**src/rtl/channel_tx_framer.sv**
```systemverilog
// rtl/channel_tx_framer.sv - transmit framer: SYNC, fixed-length payload, check word, idle fill
//
// Purpose:
//   Takes payload words from a valid/ready source and emits fixed-length
//   frames on the channel bus. Each frame is the SYNC word, PAYLOAD_LEN
//   payload words and then one check word. Between frames the bus carries
//   IDLE_WORD with ch_valid_o low, so the receiver can hunt for SYNC.
//
// Build option:
//   TX_CRC8_EN - when defined, the check word is CRC-8 (poly 0x07, init 0,
//                MSB-first, no reflection, no final XOR). This needs
//                DATA_W=8. When undefined, the check word is the XOR of all
//                payload words.
//
// Ports:
//   clk           system clock, rising edge
//   rst           asynchronous active-high reset
//   in_data       payload word from the source
//   in_valid      in_data valid; in IDLE it only starts a frame
//   in_ready      framer takes in_data this cycle (PAYLOAD state only)
//   ch_data_o     registered channel-bus word
//   ch_valid_o    registered, ch_data_o carries a frame word
//   busy_o        a frame is in progress (state != IDLE)
//   frame_done_o  registered one-cycle pulse alongside the check word
module channel_tx_framer #(
  parameter int                DATA_W      = 8,
  parameter int                PAYLOAD_LEN = 4,
  parameter logic [DATA_W-1:0] SYNC_WORD   = 8'hA5,
  parameter logic [DATA_W-1:0] IDLE_WORD   = 8'h00
) (
  input  logic              clk,
  input  logic              rst,
  input  logic [DATA_W-1:0] in_data,
  input  logic              in_valid,
  output logic              in_ready,
  output logic [DATA_W-1:0] ch_data_o,
  output logic              ch_valid_o,
  output logic              busy_o,
  output logic              frame_done_o
);

  typedef enum logic [1:0] {
    IDLE    = 2'd0,
    PAYLOAD = 2'd1,
    CHECK   = 2'd2
  } state_t;

  state_t            state, state_n;
  logic [7:0]        cnt, cnt_n;
  logic [DATA_W-1:0] chk, chk_n;
  logic [DATA_W-1:0] data_n;
  logic              valid_n;
  logic              done_n;

  // Fold one payload word into the running check value.
  function automatic logic [DATA_W-1:0] chk_update(input logic [DATA_W-1:0] c,
                                                   input logic [DATA_W-1:0] d);
`ifdef TX_CRC8_EN
    logic [7:0] r;
    r = c ^ d;
    // Eight unrolled MSB-first shift steps of the 0x07 polynomial.
    for (int i = 0; i < 8; i++) begin
      r = r[7] ? ((r << 1) ^ 8'h07) : (r << 1);
    end
    return r;
`else
    return c ^ d;
`endif
  endfunction

  assign in_ready = (state == PAYLOAD);
  assign busy_o   = (state != IDLE);

  always_ff @(posedge clk or posedge rst) begin
    if (rst) begin
      state        <= IDLE;
      cnt          <= 8'd0;
      chk          <= '0;
      ch_data_o    <= IDLE_WORD;
      ch_valid_o   <= 1'b0;
      frame_done_o <= 1'b0;
    end else begin
      state        <= state_n;
      cnt          <= cnt_n;
      chk          <= chk_n;
      ch_data_o    <= data_n;
      ch_valid_o   <= valid_n;
      frame_done_o <= done_n;
    end
  end

  always_comb begin
    state_n = state;
    cnt_n   = cnt;
    chk_n   = chk;
    data_n  = IDLE_WORD;
    valid_n = 1'b0;
    done_n  = 1'b0;
    unique case (state)
      IDLE: begin
        // in_valid only triggers the frame; the word itself is taken in PAYLOAD.
        if (in_valid) begin
          data_n  = SYNC_WORD;
          valid_n = 1'b1;
          cnt_n   = 8'd0;
          chk_n   = '0;
          state_n = PAYLOAD;
        end
      end
      PAYLOAD: begin
        if (in_valid) begin
          data_n  = in_data;
          valid_n = 1'b1;
          chk_n   = chk_update(chk, in_data);
          cnt_n   = cnt + 8'd1;
          if (cnt == 8'(PAYLOAD_LEN - 1)) begin
            state_n = CHECK;
          end
        end
      end
      CHECK: begin
        // chk already folded in the last payload word at its transfer edge.
        data_n  = chk;
        valid_n = 1'b1;
        done_n  = 1'b1;
        state_n = IDLE;
      end
      default: begin
        state_n = IDLE;
      end
    endcase
  end

endmodule
```
**config.mk**
```make
export PLATFORM = sky130hd
export DESIGN_NAME = channel_tx_framer
export DESIGN_NICKNAME = d
export VERILOG_FILES = /design/src/rtl/channel_tx_framer.sv
export SDC_FILE = /design/constraint.sdc
export NUM_CORES = 1
export LEC_CHECK = 0
export BUFFER_PORTS_ARGS = -buffer_cell sky130_fd_sc_hd__buf_2
export CORE_MARGIN = 8
export CORE_UTILIZATION = 30
export CTS_BUF_LIST = sky130_fd_sc_hd__clkbuf_4
export DETAILED_ROUTE_END_ITERATION = 8
export GPL_ROUTABILITY_DRIVEN = 0
export PLACE_DENSITY = 0.46
export SYNTH_ARGS = -nofsm -noshare
export SYNTH_HDL_FRONTEND = slang
export SYNTH_SLANG_ARGS = --single-unit
```
**constraint.sdc**
```tcl
create_clock -name clk -period 1.5 [get_ports clk]
set_clock_uncertainty 0.05 [all_clocks]
set_input_delay 0.225 -clock clk [delete_from_list [all_inputs] [get_ports clk]]
set_output_delay 0.225 -clock clk [all_outputs]
set_load 0.05 [all_outputs]
```
==> results of run 1 <==
## final cells by class
cell class                      count  share of cell area (%)
Inverter                            2                   0.470
Clock inverter                      1                   0.235
Timing Repair Buffer               35                    14.4
Sequential cell                    28                    44.0
Tap cell                           52                    4.08
Clock buffer                        3                    1.41
Multi-Input combinational cell     91                    35.4
## power breakdown
group / switching, mW / leakage, nW / internal [mW] / total, mW
clock network: 0.218 / 0.0154 / 0.0976 / 0.316
registers: 0.102 / 0.342 / 0.885 / 0.986
logic: 0.244 / 0.380 / 0.184 / 0.428
## cell usage in the layout, fill, tap and decap left out, drive strengths merged, types with 2 or more instances in the layout
cell type  synthesis  layout
buf                3      34
dfrtp             28      28
nand2             17      17
o21ai             16      16
a21oi              8       8
nor2b              7       7
nand2b             6       6
a22o               5       5
nand3              4       4
nand3b             4       4
or4                3       3
mux2i              3       3
clkbuf             4       3
inv                2       2
o31ai              2       2
a32o               2       2
or2                2       2
## sequential cells by signal, indices dropped and copies added, names as in the netlist
name          cells
cnt               8
state             2
ch_data_o         8
ch_valid_o        1
chk               8
frame_done_o      1
## worst paths after layout
check                          endpoint  slack, ps       start
setup reg to reg                 cnt[5]         70    state[1]
hold / removal             ch_data_o[6]         70  in_data[6]
setup / recovery                 busy_o        -20    state[1]
max in group asynchronous      state[0]        690         rst
min in group asynchronous        cnt[2]        430         rst
hold reg to reg                  chk[4]        440      chk[4]
## routing by layer
metal  up-vias  GRT usage (%)
met1       516           11.9
met5         -              0
li1        522              -
met4         0           3.75
met2        20           15.4
met3         4           2.30
## worst max-delay path: cells and delay by family (launching register included)
kind                   cells  cell delay, ps
flip-flops                 1             410
AND/OR/NAND/NOR            1             230
buffers and inverters      2             280
## cells by family after synthesis
logic type	Yosys count
AO/OA/AOI/OAI	38
adder cells (fa/ha/maj)	1
buffers and inverters	9
flip-flops	28
multiplexers	3
AND/OR/NAND/NOR	49
## through the flow
step,cells,hold WS [ps],instance area (um2)
2_1_floorplan,128,240,1290
3_3_place_gp,204,260,1510
3_5_place_dp,204,263,1510
4_1_cts,212,56.7,1580
5_1_grt,212,59.8,1600
6_report,212,68.4,1600
## cells in the mapped netlist
cell type / number / area share, %
or3_1: 1 / 0.49
o311ai_0: 1 / 0.68
a21oi_1: 8 / 3.1
a32o_1: 2 / 1.6
nand2b_2: 1 / 0.68
clkbuf_1: 4 / 1.2
o21ai_0: 16 / 6.2
a22o_1: 5 / 3.4
ha_1: 1 / 0.97
nor3_1: 1 / 0.39
or4_1: 3 / 1.8
nand2_1: 17 / 5.0
and2_1: 1 / 0.49
nand3_1: 4 / 1.6
nor2b_1: 7 / 3.4
mux2i_1: 3 / 2.3
dfrtp_1: 28 / 55
nand2b_1: 5 / 2.4
o211ai_1: 1 / 0.58
nand3b_1: 4 / 2.3
o31ai_1: 2 / 1.2
and3b_1: 1 / 0.68
o22ai_1: 1 / 0.49
a31oi_1: 1 / 0.49
buf_2: 3 / 1.2
inv_1: 2 / 0.58
o21bai_1: 1 / 0.58
nor2_1: 1 / 0.29
nand4_1: 1 / 0.49
or2_2: 2 / 0.97
## what timing repair did
item | 4_1_cts | 5_1_grt
resized for setup | 7 | 6
hold endpoints to repair | 28 | 0
endpoints found under the setup margin | 2 | 11
buffers inserted | 3 | 0
hold buffers | 1 | 0
==> key figures, run 1 <==
Finish
  – N_diodes: 0
  – Area of the multi-input gates: 566 um2
  – FF/Latch Area: 702 um2
  – Layout area overhead: 24.2%
  – Fillers: 436
  – NumNets Final: 173
  – Final core occ: 37.7%
  – Share of cells above drive strength 1: 28.1%

CTS
  – Root buffer cell: clkbuf_4
  – TritonCTS Buffers: 3
  – Clk pin slew, worst setup/hold paths: 150 ps
  – Worst skew pair latency: 330 ps
  – TritonCTS clock tree: done
  – Total clock sinks: 28
  – Htree depth: 1
  – Max Root-Sink Buffers: 2

Global routing
  – Gr ovfl total: 0
  – Total track usage: 9.51%
  – Antenna violations before repair: 0
  – First-pass GRT wire length: 4860 um
  – Vias in the first global route: 1020
  – Largest net degree at the start of global routing: 29

Drt
  – Total Wirelength: 3050 um
  – Vias after detailed routing: 1062
  – Antenna-violating nets left: 0
  – DR top layer: met4
  – Drt drc: 0
  – DRT Pass-1 Iters: 4
  – Met3 wire length: 172 um
  – Wl on met1: 1400 um
  – Initial DRC count: 46
  – Wire per inst: 14.4 um
  – Met2 wire length: 1460 um
  – Vias per Instance: 5.01

Run status
  – Status: finished, violations left
  – Failing checks: setup timing

Timing
  – Clock period minus worst slack: 1520 ps
  – Max Clk Rate: 656 MHz
  – Actual slew at the worst max-slew pin: 415 ps
  – Slew Limit Fails: 0
  – Unrepaired setup endpoints after global routing: true
  – Endpoints failing setup: 1
  – Fin. Hold Viols: 0
  – Final worst setup slack: -23.9 ps
  – Max-slew headroom at the worst pin: 72.3%
  – Fin crit share: 102%
  – Total negative slack: -23.9 ps

Min path
  – HP Class: in2reg
  – Hold depth: 3

Critical path
  – Startpoint Class: flop
  – Critical path capture point type: output port
  – CP required: 1220 ps
  – Slowest stage delay, CP: 410 ps
  – CP arrival: 1250 ps
  – Worst-path fanout max: 4
  – Reg2reg path depth: 3
  – Crit path cell chain: buf_6, or2_4, buf_8
  – Critical Path Slowest Stage Cell: dfrtp_1
  – WS Path Type: reg2out

Placement
  – Post-Place Worst Slack: 108 ps
  – Half-perimeter wire length after placement: 2150 um
  – # port buffers: 22

Synth
  – Synth Area in Compound Gates: 18.3%
  – Post-synthesis adder-cell area fraction: 0.974%
  – Mapped Area: 0.00128 mm2
  – Largest family of logic cells by synthesized area: simple AND/OR/NAND/NOR gates
  – Post-synthesis mux area share: 2.34%
  – Post-Syn Instances: 128
  – XOR/XNOR Fraction of Synth Area: 0%
  – Seq/Total Area, Yosys: 54.5%
  – Yosys warns: 0
  – Syn Nets: 140
  – Post-Synth Simple-Gate Area: 20.9%
  – Syn Area/Cell: 10.0 um2
  – Netlist cell types: 30
  – Number of synthesized register bits: 28

Floorplan
  – Die span in x: 81.4 um
  – Initial Utilization: 30.3%
  – Site Rows: 24
  – IO Pins: 23
  – Die area: 0.00663 mm2
  – Core ar.: 0.00423 mm2
  – Die Ht: 81.4 um

Job
  – Number of max-cap violations: 0

Power
  – PnR Total Power: 1.73 mW
  – Leakage power: 0.737 nW
  – Power density over the cells: 1080 mW/mm2
  – Worst vdd ir: 0.533 mV
No activity file was read; power rests on OpenSTA's default activity.
==> inputs of run 2 (changes only) <==
CORE_MARGIN = 3   (was 8)
==> key figures, run 2 (synthesized netlist as in run 1, its figures left out) <==
Run status
  – Status: finished, violations left
  – Failing checks: setup timing

Global routing
  – First-pass GRT wire length: 4910 um (+0.84%)
  – Gr ovfl total: 0 (unchanged)
  – Met2 Resource Use GR: 19.9% (+4.5 points)
  – Total track usage: 12.1% (+2.6 points)
  – GR Layer Usage met1: 15.8% (+4.0 points)
  – Grt met3 use: 2.24% (-0.054 points)
  – Gr busiest metal: met2
  – Vias in the first global route: 1025 (+0.49%)
  – Antenna violations before repair: 0 (unchanged)
  – Largest net degree at the start of global routing: 29 (unchanged)

Placement
  – Half-perimeter wire length after placement: 2000 um (-7.1%)
  – # port buffers: 22 (unchanged)
  – Placed Cells: 202 (-0.98%)
  – Placed Area: 0.00150 mm2 (-0.17%)
  – Post-Place Worst Slack: 112 ps (+3.66 ps)

Drt
  – Vias per Instance: 4.98 (-0.56%)
  – DRT Pass-1 Iters: 4 (unchanged)
  – Total Wirelength: 2900 um (-5.0%)
  – Initial DRC count: 35 (-24%)
  – Antenna-violating nets left: 0 (unchanged)
  – Vias after detailed routing: 1061 (-0.094%)
  – Drt drc: 0 (unchanged)
  – Wire per inst: 13.6 um (-5.5%)

Timing
  – Fin crit share: 101% (-0.79 points)
  – Max Clk Rate: 661 MHz (+0.79%)
  – Final hold slack: 66.7 ps (-1.78 ps)
  – Endpoints failing setup: 1 (unchanged)
  – Unrepaired setup endpoints after global routing: true
  – Max-slew headroom at the worst pin: 75.9% (+3.7 points)
  – Fin. Hold Viols: 0 (unchanged)
  – Slew Limit Fails: 0 (unchanged)
  – Final worst setup slack: -12.0 ps (+11.9 ps)
  – Clock period minus worst slack: 1510 ps (-11.9 ps)
  – Actual slew at the worst max-slew pin: 361 ps (-54.2 ps)
  – Total negative slack: -12.0 ps (+11.9 ps)

Power
  – Sw Share: 32.4% (-0.19 points)
  – Power density over the cells: 1060 mW/mm2 (-1.8%)
  – PnR Total Power: 1.75 mW (+1.3%)
  – Leakage power: 0.761 nW (+3.3%)
  – Sw Pwr: 567 uW (+0.68%)
  – Worst vdd ir: 0.447 mV (-16%)
  – Comb pwr share: 25.3% (+0.6 points)
  – Seq pwr share: 56.8% (-0.2 points)
  – Internal: 1.18 mW (+1.6%)
  – Clock group share of total power: 17.9% (-0.3 points)

Finish
  – N_diodes: 0 (unchanged)
  – Non-filler cells, final: 213 (+0.47%)
  – NumNets Final: 176 (+1.7%)
  – Share of cells above drive strength 1: 33.1% (+5.0 points)
  – Final core occ: 40.6% (+2.9 points)
  – Largest registers: ch_data_o x8, chk x8, cnt x8
  – Commonest non-fill, non-tap cell in the layout: dfrtp_1
  – Layout area overhead: 28.1%
  – Post-Layout Inst Area: 0.00165 mm2 (+3.1%)
  – Most frequent cells in the layout: 27 x dfrtp_1, 20 x buf_2, 15 x nand2_1, 14 x buf_4, 12 x o21ai_0

CTS
  – Root buffer cell: clkbuf_4
  – TritonCTS Buffers: 3 (unchanged)
  – Clk pin slew, worst setup/hold paths: 150 ps (about the same)
  – Max Root-Sink Buffers: 2 (unchanged)
  – Worst skew pair latency: 320 ps (about the same)
  – Htree depth: 1 (unchanged)
  – TritonCTS clock tree: done
  – Total clock sinks: 28 (unchanged)

Min path
  – HP Class: in2reg

Job
  – Number of max-cap violations: 0 (unchanged)

Floorplan
  – Die area: 0.00510 mm2 (-23%)
  – IO Pins: 23 (unchanged)
  – Site Rows: 23 (-4.2%)
  – Die Ht: 71.4 um (-12%)
  – Initial Utilization: 31.7% (+1.3 points)
  – Die span in x: 71.4 um (-12%)
  – Core ar.: 0.00406 mm2 (-4.2%)

Critical path
  – Startpoint Class: flop
  – CP required: 1220 ps (about the same)
  – WS Path Type: reg2out
  – CP arrival: 1240 ps (about the same)
  – Critical path capture point type: output port
  – Worst-path fanout max: 3 (-1)
==> run 2: layout make-up <==
type,count,area [um2]
clock inverters,1,3.75
well taps,50,62.6
fillers,399,2410
inverters,2,7.51
multi-input cells,91,596
repair buffers,38,253
clock buffers,3,22.5
flip-flops and latches,28,702
==> run 2: per-layer routing <==
metal | share of wire, % | wire, um | vias up
li1 | - | - | 528
met1 | 45 | 1320 | 518
met2 | 50 | 1460 | 13
met3 | 3.5 | 101 | 2
met4 | 0.83 | 24 | 0
met5 | 0 | 0 | -
==> run 2: final timing paths <==
check / startpoint / end / slack (ps) / cells past startpoint
min: in_data[0] / ch_data_o[0] / 70 / 3
max in group asynchronous: rst / state[0] / 670 / 4
min reg2reg: chk[5] / chk[5] / 440 / 1
max reg2reg: state[1] / cnt[4] / 60 / 6
max: state[1] / busy_o / -10 / 3
min in group asynchronous: rst / ch_data_o[6] / 440 / 4
==> run 2: worst max-delay path, cell delays in order (launching register included) <==
cell and delay [ps]:
dfrtp_1 420, buf_6 130, or2_4 230, buf_8 150
==> run 2: power groups by stage <==
stage / Clock [mW] / Sequential, mW / Combinational, mW
after global routing: 0.356 / 1.02 / 0.498
after detailed placement: 0 / 1.01 / 0.395
after CTS: 0.335 / 0.992 / 0.400
final: 0.314 / 0.995 / 0.444
after floorplan: 0 / 1.04 / 0.225
after global placement: 0 / 1.00 / 0.382
==> run 2: repair_timing <==
| action | CTS | global route |
|---|---|---|
| setup endpoints to repair | 2 | 14 |
| gates resized for setup | 10 | 15 |
| buffers inserted | 6 | 1 |
| pin swaps | 0 | 2 |
| hold endpoints to repair | 28 | 0 |
| hold buffers | 1 | 0 |
